File: src/rtl/mod_pipe_stage_pkg.sv
// mod_pipe_stage_pkg: shared pipeline stage state encoding and per-boundary payload structs
package mod_pipe_stage_pkg;

    typedef enum logic [1:0] {
        EMPTY = 2'd0,
        BUSY  = 2'd1,
        FULL  = 2'd2
    } pipe_state_e;

    typedef struct packed {
        logic [31:0] pc;
        logic [31:0] instr;
    } if2id_t;

    typedef struct packed {
        logic [31:0] pc;
        logic [31:0] rs1_val;
        logic [31:0] rs2_val;
        logic [31:0] imm;
        logic [4:0]  rd;
        logic [3:0]  alu_op;
    } id2ex_t;

    typedef struct packed {
        logic [31:0] alu_res;
        logic [31:0] store_val;
        logic [4:0]  rd;
        logic        mem_we;
        logic        mem_re;
    } ex2mem_t;

    typedef struct packed {
        logic [31:0] wb_val;
        logic [4:0]  rd;
        logic        wb_en;
    } mem2wb_t;

endpackage

File: src/rtl/mod_pipe_stage_cnt_sat.sv
// mod_pipe_cnt_sat: saturating up-counter for performance statistics
module mod_pipe_cnt_sat #(
    parameter int W = 16
) (
    input  logic         clk_i,
    input  logic         rst_i,
    input  logic         inc_i,
    output logic [W-1:0] cnt_o
);
    logic [W-1:0] cnt_q, cnt_d;

    always_comb cnt_d = (inc_i && !(&cnt_q)) ? cnt_q + 1'b1 : cnt_q;

    always_ff @(posedge clk_i) begin
        if (rst_i) cnt_q <= '0;
        else       cnt_q <= cnt_d;
    end

    assign cnt_o = cnt_q;
endmodule

File: src/rtl/mod_pipe_stage.sv
// mod_pipe_stage: handshaked pipeline register with flush, optional skid buffer and stall counter
module mod_pipe_stage
    import mod_pipe_stage_pkg::*;
#(
    parameter int DATA_W = 32,
    parameter int SKID   = 0,
    parameter int CNT_W  = 16
) (
    input  logic              clk_i,
    input  logic              rst_i,
    input  logic              flush_i,
    input  logic              in_valid_i,
    output logic              in_ready_o,
    input  logic [DATA_W-1:0] in_data_i,
    output logic              out_valid_o,
    input  logic              out_ready_i,
    output logic [DATA_W-1:0] out_data_o,
    output logic [1:0]        occ_o,
    output logic [CNT_W-1:0]  stall_cnt_o
);
    logic in_xfer, out_xfer;

    assign in_xfer  = in_valid_i && in_ready_o;
    assign out_xfer = out_valid_o && out_ready_i;

    generate
        if (SKID == 0) begin : g_reg
            logic              valid_q, valid_d;
            logic [DATA_W-1:0] main_q, main_d;
            always_comb begin
                valid_d = flush_i ? 1'b0 : in_xfer ? 1'b1 : out_xfer ? 1'b0 : valid_q;
                main_d  = (in_xfer && !flush_i) ? in_data_i : main_q;
            end
            always_ff @(posedge clk_i) begin
                if (rst_i) begin
                    valid_q <= 1'b0;
                    main_q  <= '0;
                end else begin
                    valid_q <= valid_d;
                    main_q  <= main_d;
                end
            end
            assign in_ready_o  = !valid_q || out_ready_i;
            assign out_valid_o = valid_q;
            assign out_data_o  = main_q;
            assign occ_o       = {1'b0, valid_q};
        end else begin : g_skid
            pipe_state_e       state_q, state_d;
            logic [DATA_W-1:0] main_q, main_d, skid_q, skid_d;
            logic              rdy_q;
            always_comb begin
                state_d = state_q;
                main_d  = main_q;
                skid_d  = skid_q;
                if (flush_i) begin
                    state_d = EMPTY;
                end else begin
                    case (state_q)
                        EMPTY: if (in_xfer) begin
                            state_d = BUSY;
                            main_d  = in_data_i;
                        end
                        BUSY: if (in_xfer && out_xfer) begin
                            main_d = in_data_i;
                        end else if (in_xfer) begin
                            state_d = FULL;
                            skid_d  = in_data_i;
                        end else if (out_xfer) begin
                            state_d = EMPTY;
                        end
                        FULL: if (out_xfer) begin
                            state_d = BUSY;
                            main_d  = skid_q;
                        end
                        default: state_d = EMPTY;
                    endcase
                end
            end
            // Ready is registered from the next state so out_ready_i never reaches in_ready_o combinationally.
            always_ff @(posedge clk_i) begin
                if (rst_i) begin
                    state_q <= EMPTY;
                    main_q  <= '0;
                    skid_q  <= '0;
                    rdy_q   <= 1'b1;
                end else begin
                    state_q <= state_d;
                    main_q  <= main_d;
                    skid_q  <= skid_d;
                    rdy_q   <= (state_d != FULL);
                end
            end
            assign in_ready_o  = rdy_q;
            assign out_valid_o = (state_q != EMPTY);
            assign out_data_o  = main_q;
            assign occ_o       = state_q;
        end
    endgenerate

    mod_pipe_cnt_sat #(.W(CNT_W)) u_stall_cnt (
        .clk_i (clk_i),
        .rst_i (rst_i),
        .inc_i (out_valid_o && !out_ready_i && !flush_i),
        .cnt_o (stall_cnt_o)
    );
endmodule

File: config.mk
export PLATFORM = sky130hd
export DESIGN_NAME = mod_pipe_stage
export DESIGN_NICKNAME = d
export VERILOG_FILES = /design/src/rtl/mod_pipe_stage_pkg.sv /design/src/rtl/mod_pipe_stage_cnt_sat.sv /design/src/rtl/mod_pipe_stage.sv
export SDC_FILE = /design/constraint.sdc
export NUM_CORES = 1
export LEC_CHECK = 0
export ABC_CLOCK_PERIOD_IN_PS = 1900
export CORE_AREA = 2 2 84 78
export CTS_BUF_LIST = sky130_fd_sc_hd__clkbuf_8
export CTS_CLUSTER_SIZE = 16
export DETAILED_ROUTE_END_ITERATION = 10
export DIE_AREA = 0 0 86 80
export PLACE_DENSITY = 0.76
export RECOVER_POWER = 50
export SETUP_SLACK_MARGIN = 0.15
export SLEW_MARGIN = 20
export SYNTH_ARGS = -nofsm -noshare
export SYNTH_HDL_FRONTEND = slang
export SYNTH_HIERARCHICAL = 1
export SYNTH_SLANG_ARGS = --single-unit
File: constraint.sdc
create_clock -name clk_i -period 1.9 [get_ports clk_i]
set_input_delay 0.38 -clock clk_i [delete_from_list [all_inputs] [get_ports clk_i]]
set_output_delay 0.38 -clock clk_i [all_outputs]
set_load 0.005 [all_outputs]
==> results of run 1 <==
[synthesized netlist by cell type (2+ instances only)]
| master | number | area, sq um |
|---|---|---|
| sky130_fd_sc_hd__nand2b_1 | 64 | 400 |
| sky130_fd_sc_hd__dfxtp_1 | 49 | 981 |
| sky130_fd_sc_hd__mux2i_1 | 34 | 340 |
| sky130_fd_sc_hd__nor2_1 | 12 | 45.0 |
| sky130_fd_sc_hd__nand2_1 | 8 | 30.0 |
| sky130_fd_sc_hd__nand3_1 | 7 | 35.0 |
| sky130_fd_sc_hd__clkbuf_1 | 6 | 22.5 |
| sky130_fd_sc_hd__a21oi_1 | 5 | 25.0 |
| sky130_fd_sc_hd__nand4_1 | 4 | 25.0 |
| sky130_fd_sc_hd__nor3_1 | 4 | 20.0 |
| sky130_fd_sc_hd__o31ai_1 | 4 | 30.0 |
| sky130_fd_sc_hd__and4_1 | 3 | 26.3 |
| sky130_fd_sc_hd__buf_12 | 3 | 60.1 |
| sky130_fd_sc_hd__buf_4 | 3 | 22.5 |
| sky130_fd_sc_hd__inv_1 | 3 | 11.3 |
| sky130_fd_sc_hd__nor4_1 | 3 | 18.8 |
| sky130_fd_sc_hd__or4_1 | 3 | 22.5 |
| sky130_fd_sc_hd__mux2_2 | 2 | 22.5 |
| sky130_fd_sc_hd__nor2b_1 | 2 | 12.5 |
| sky130_fd_sc_hd__o21ai_0 | 2 | 10.0 |
| sky130_fd_sc_hd__or3_1 | 2 | 12.5 |
| sky130_fd_sc_hd__xnor2_1 | 2 | 17.5 |
[cells by family after synthesis]
logic type | count (synthesis) | share of synthesized area, %
simple gates | 118 | 29.9
flops | 49 | 41.3
mux | 36 | 15.3
buf+inv | 19 | 6.32
compound gates | 18 | 5.43
xor+xnor | 3 | 1.11
fa+ha+maj | 1 | 0.527
other cells | 1 | 0.158
[area by class of cell]
| type | count | area share (%) |
|---|---|---|
| timing repair buffer | 109 | 29.2 |
| sequential | 49 | 27.7 |
| clock inverter | 3 | 0.599 |
| clock buffer | 5 | 1.94 |
| tap | 72 | 2.54 |
| multi-input combinational | 177 | 37.7 |
| inverter | 3 | 0.317 |
[timing repair]
item	4_1_cts	5_1_grt
hold buffers	0	0
setup endpoints to repair	14	15
resized for setup	7	12
pin swaps	1	0
buffers inserted	1	1
cloned	0	0
[power by group through the flow]
stage                     clock network (uW)  registers (uW)  logic, uW
final                                    638            1080        286
after global routing                     716            1090        313
after CTS                                663            1080        303
after detailed placement                   0            1110        302
after global placement                     0            1110        298
after floorplan                            0            1110        135
[registers in the layout, summed over array words and instances, names as in the netlist]
signal,flops
out_valid_o,1
out_data_o,32
u_stall_cnt/cnt_o,16
[critical path, stage by stage (launching register included)]
cell	delay [ns]
sky130_fd_sc_hd__dfxtp_1	0.43
sky130_fd_sc_hd__ha_1	0.28
sky130_fd_sc_hd__nand3_1	0.26
sky130_fd_sc_hd__nor4_2	0.36
sky130_fd_sc_hd__buf_4	0.20
sky130_fd_sc_hd__o21ai_0	0.09
sky130_fd_sc_hd__a21oi_1	0.13
[per-stage QoR]
stage	std cells	area [sq um]
after floorplan	245	2390
after global placement	408	3390
after detailed placement	408	3390
after CTS	417	3510
after global routing	418	3550
final	418	3550
[worst max-delay path by stage]
stage / from / end / slack [ns]
after detailed placement: out_ready_i / u_stall_cnt/cnt_o[15] / -0.38
after CTS: u_stall_cnt/cnt_o[0] / u_stall_cnt/cnt_o[11] / 0.15
after global placement: out_ready_i / u_stall_cnt/cnt_o[15] / -0.34
after global routing: u_stall_cnt/cnt_o[1] / u_stall_cnt/cnt_o[4] / 0.02
final: u_stall_cnt/cnt_o[1] / u_stall_cnt/cnt_o[5] / 0.11
after floorplan: out_ready_i / u_stall_cnt/cnt_o[15] / 0.03
[layer usage]
| layer | GRT usage, % | wire length [um] | share of wire, % | vias up |
|---|---|---|---|---|
| li1 | - | - | - | 1036 |
| met1 | 19.9 | 2430 | 41 | 955 |
| met2 | 27.1 | 2970 | 51 | 66 |
| met3 | 4.96 | 365 | 6.2 | 9 |
| met4 | 6.35 | 97 | 1.7 | 0 |
| met5 | 0 | 0 | 0 | - |
==> flow_summary.html, run 1 <==
<table>
<tr><th>Metric</th><th>Value</th></tr>
<tr><th colspan="2">Worst setup path</th></tr>
<tr><td>Arrival time of data at the critical path endpoint</td><td>2.03 ns</td></tr>
<tr><td>RR Endpoint</td><td>u_stall_cnt/cnt_o[5]</td></tr>
<tr><td>Type of element capturing the critical path</td><td>register</td></tr>
<tr><td>Reg2Reg Depth</td><td>6</td></tr>
<tr><td>Worst R2R Start</td><td>u_stall_cnt/cnt_o[1]</td></tr>
<tr><td>Kind of start point of the critical path</td><td>register</td></tr>
<tr><td>Required time reported for the critical path endpoint</td><td>2.14 ns</td></tr>
<tr><td>CP Max Fanout</td><td>5</td></tr>
<tr><td>Start-to-end type of the worst setup path</td><td>reg -&gt; reg</td></tr>
<tr><td>Setup slack of the worst register-to-register path</td><td>0.11 ns</td></tr>
<tr><th colspan="2">STA</th></tr>
<tr><td>Total count of hold-check failures in the final report</td><td>0</td></tr>
<tr><td>Final setup violating endpoints</td><td>0</td></tr>
<tr><td>Minimum clock period after layout</td><td>1.79 ns</td></tr>
<tr><td>Count of pins over their slew limit</td><td>0</td></tr>
<tr><td>Smallest setup slack after layout</td><td>0.113 ns</td></tr>
<tr><td>Final setup skew</td><td>0.00829 ns</td></tr>
<tr><td>Setup TNS after final layout</td><td>0 ns</td></tr>
<tr><td>RSZ-0062 raised after global routing</td><td>yes</td></tr>
<tr><td>Upper clock frequency limit</td><td>560 MHz</td></tr>
<tr><td>Hold Worst Slack</td><td>0.456 ns</td></tr>
<tr><td>Post-route clock period utilization</td><td>94.0%</td></tr>
<tr><th colspan="2">Hold path</th></tr>
<tr><td>Hold Crit Endpoint</td><td>u_stall_cnt/cnt_o[1]</td></tr>
<tr><td>Hold Crit Start</td><td>rst_i</td></tr>
<tr><td>Hold/Removal Path Class</td><td>in -&gt; reg</td></tr>
<tr><td>Number of cells on the worst hold path</td><td>2</td></tr>
<tr><th colspan="2">Clocking</th></tr>
<tr><td>Number of levels in the clock H-tree</td><td>2</td></tr>
<tr><td>Root buffer selected by CTS</td><td>sky130_fd_sc_hd__clkbuf_8</td></tr>
<tr><td>Total clock buffers created by CTS</td><td>5</td></tr>
<tr><td>Worst-path clk slew</td><td>0.09 ns</td></tr>
<tr><td>Clk sink count</td><td>49</td></tr>
<tr><td>Clock latency on the worst-skew pair</td><td>0.31 ns</td></tr>
<tr><td>Worst-case clock buffer depth</td><td>2</td></tr>
<tr><td>Clock tree from TritonCTS</td><td>built</td></tr>
<tr><th colspan="2">Cells and area</th></tr>
<tr><td>Final core occ</td><td>59.4%</td></tr>
<tr><td>Flip-flop and latch area</td><td>985 sq um</td></tr>
<tr><td>Most frequent standard cell in the layout excluding fill and tap cells</td><td>sky130_fd_sc_hd__clkdlybuf4s50_1</td></tr>
<tr><td>Number of nets in the final layout</td><td>383</td></tr>
<tr><td>Top library cells by usage in the layout, fill and taps aside</td><td>sky130_fd_sc_hd__clkdlybuf4s50_1 (66), sky130_fd_sc_hd__nand2b_1 (64), sky130_fd_sc_hd__dfxtp_1 (46)</td></tr>
<tr><td>Diode count</td><td>0</td></tr>
<tr><td>Proportion of layout cells with a drive suffix above 1</td><td>14.7%</td></tr>
<tr><td>Area used by multi-input combinational logic</td><td>1340 sq um</td></tr>
<tr><td>Area growth syn-to-layout</td><td>49.6%</td></tr>
<tr><td>Number of filler cells placed in the layout</td><td>528</td></tr>
<tr><th colspan="2">Pwr</th></tr>
<tr><td>Power density cells</td><td>565 nW/um^2</td></tr>
<tr><td>Portion of total power attributed to combinational logic</td><td>14.3%</td></tr>
<tr><td>Switching power of the nets</td><td>494 uW</td></tr>
<tr><td>Internal Pwr Total</td><td>1510 uW</td></tr>
<tr><td>Net switching share of the total power</td><td>24.6%</td></tr>
<tr><td>Clock power frac</td><td>31.8%</td></tr>
<tr><td>Share of power burned in registers</td><td>53.9%</td></tr>
<tr><td>Static power due to leakage</td><td>0.00132 uW</td></tr>
<tr><td>PnR Total Power</td><td>2010 uW</td></tr>
<tr><td>Maximum vdd ir drop</td><td>0.305 mV</td></tr>
<tr><th colspan="2">Job</th></tr>
<tr><td>Number of maximum-capacitance violations</td><td>0</td></tr>
<tr><th colspan="2">Global routing</th></tr>
<tr><td>Vias in the first global route</td><td>1984</td></tr>
<tr><td>Number of antenna violations at the first check in global routing</td><td>0</td></tr>
<tr><td>Overall overflow remaining after global route</td><td>0</td></tr>
<tr><td>Global-route wire length before repair</td><td>9030 um</td></tr>
<tr><td>Global-route usage over all layers</td><td>16.4%</td></tr>
<tr><td>Maximum number of pins on one net before global-route repair</td><td>59</td></tr>
<tr><th colspan="2">Floorplan</th></tr>
<tr><td>I/O pins</td><td>89</td></tr>
<tr><td>Core region area</td><td>5980 sq um</td></tr>
<tr><td>Initial cell density of the core</td><td>39.7%</td></tr>
<tr><td>Die width</td><td>86 um</td></tr>
<tr><td>Die area</td><td>6880 sq um</td></tr>
<tr><td>Count of standard-cell rows</td><td>27</td></tr>
<tr><td>Die Height</td><td>80 um</td></tr>
<tr><th colspan="2">Yosys</th></tr>
<tr><td>Net count after synthesis</td><td>283</td></tr>
<tr><td>Share of flip-flops with an asynchronous set or reset after synthesis</td><td>0%</td></tr>
<tr><td>Synthesized netlist cell count</td><td>245</td></tr>
<tr><td>Post-synthesis cell area</td><td>2370 sq um</td></tr>
<tr><td>Number of enable flip-flop cells after synthesis</td><td>0</td></tr>
<tr><td>Flip-flop and latch count after synthesis</td><td>49</td></tr>
<tr><td>Syn_area_per_cell</td><td>9.69 sq um</td></tr>
<tr><td>Share of the yosys chip area belonging to registers</td><td>41.3%</td></tr>
<tr><td>Number of distinct library cells after synthesis</td><td>42</td></tr>
<tr><td>Number of warnings issued by yosys</td><td>6</td></tr>
<tr><td>Most used flip-flop cell after synthesis</td><td>sky130_fd_sc_hd__dfxtp_1</td></tr>
<tr><th colspan="2">Status</th></tr>
<tr><td>Outcome</td><td>completed</td></tr>
<tr><th colspan="2">Placement</th></tr>
<tr><td>Worst setup slack before clock tree synthesis</td><td>-0.379 ns</td></tr>
<tr><td>Global placer's final weighted congestion</td><td>0.818</td></tr>
<tr><td>Number of port buffers</td><td>87</td></tr>
<tr><td>Post-detailed-placement half-perimeter wirelength</td><td>4110 um</td></tr>
<tr><th colspan="2">Route</th></tr>
<tr><td>DR WL/cell</td><td>14.0 um</td></tr>
<tr><td>Wire length after detailed routing</td><td>5860 um</td></tr>
<tr><td>Via count</td><td>2066</td></tr>
<tr><td>Detailed-router iteration count before antenna repair</td><td>4</td></tr>
<tr><td># DRC</td><td>0</td></tr>
<tr><td>Via density per instance</td><td>4.94</td></tr>
<tr><td>Initial DRC Count</td><td>84</td></tr>
<tr><td>ANT nets after route</td><td>0</td></tr>
</table>
(Power assumes the default switching activity.)
==> run 2: changes to the inputs <==
--- a/config.mk
+++ b/config.mk
@@ -11,6 +11,7 @@
 export CTS_CLUSTER_SIZE = 16
 export DETAILED_ROUTE_END_ITERATION = 10
 export DIE_AREA = 0 0 86 80
+export HOLD_SLACK_MARGIN = 0.05
 export PLACE_DENSITY = 0.76
 export RECOVER_POWER = 50
 export SETUP_SLACK_MARGIN = 0.15
==> results of run 2 <==
Final layout, timing and power as in run 1 (identical DEF).
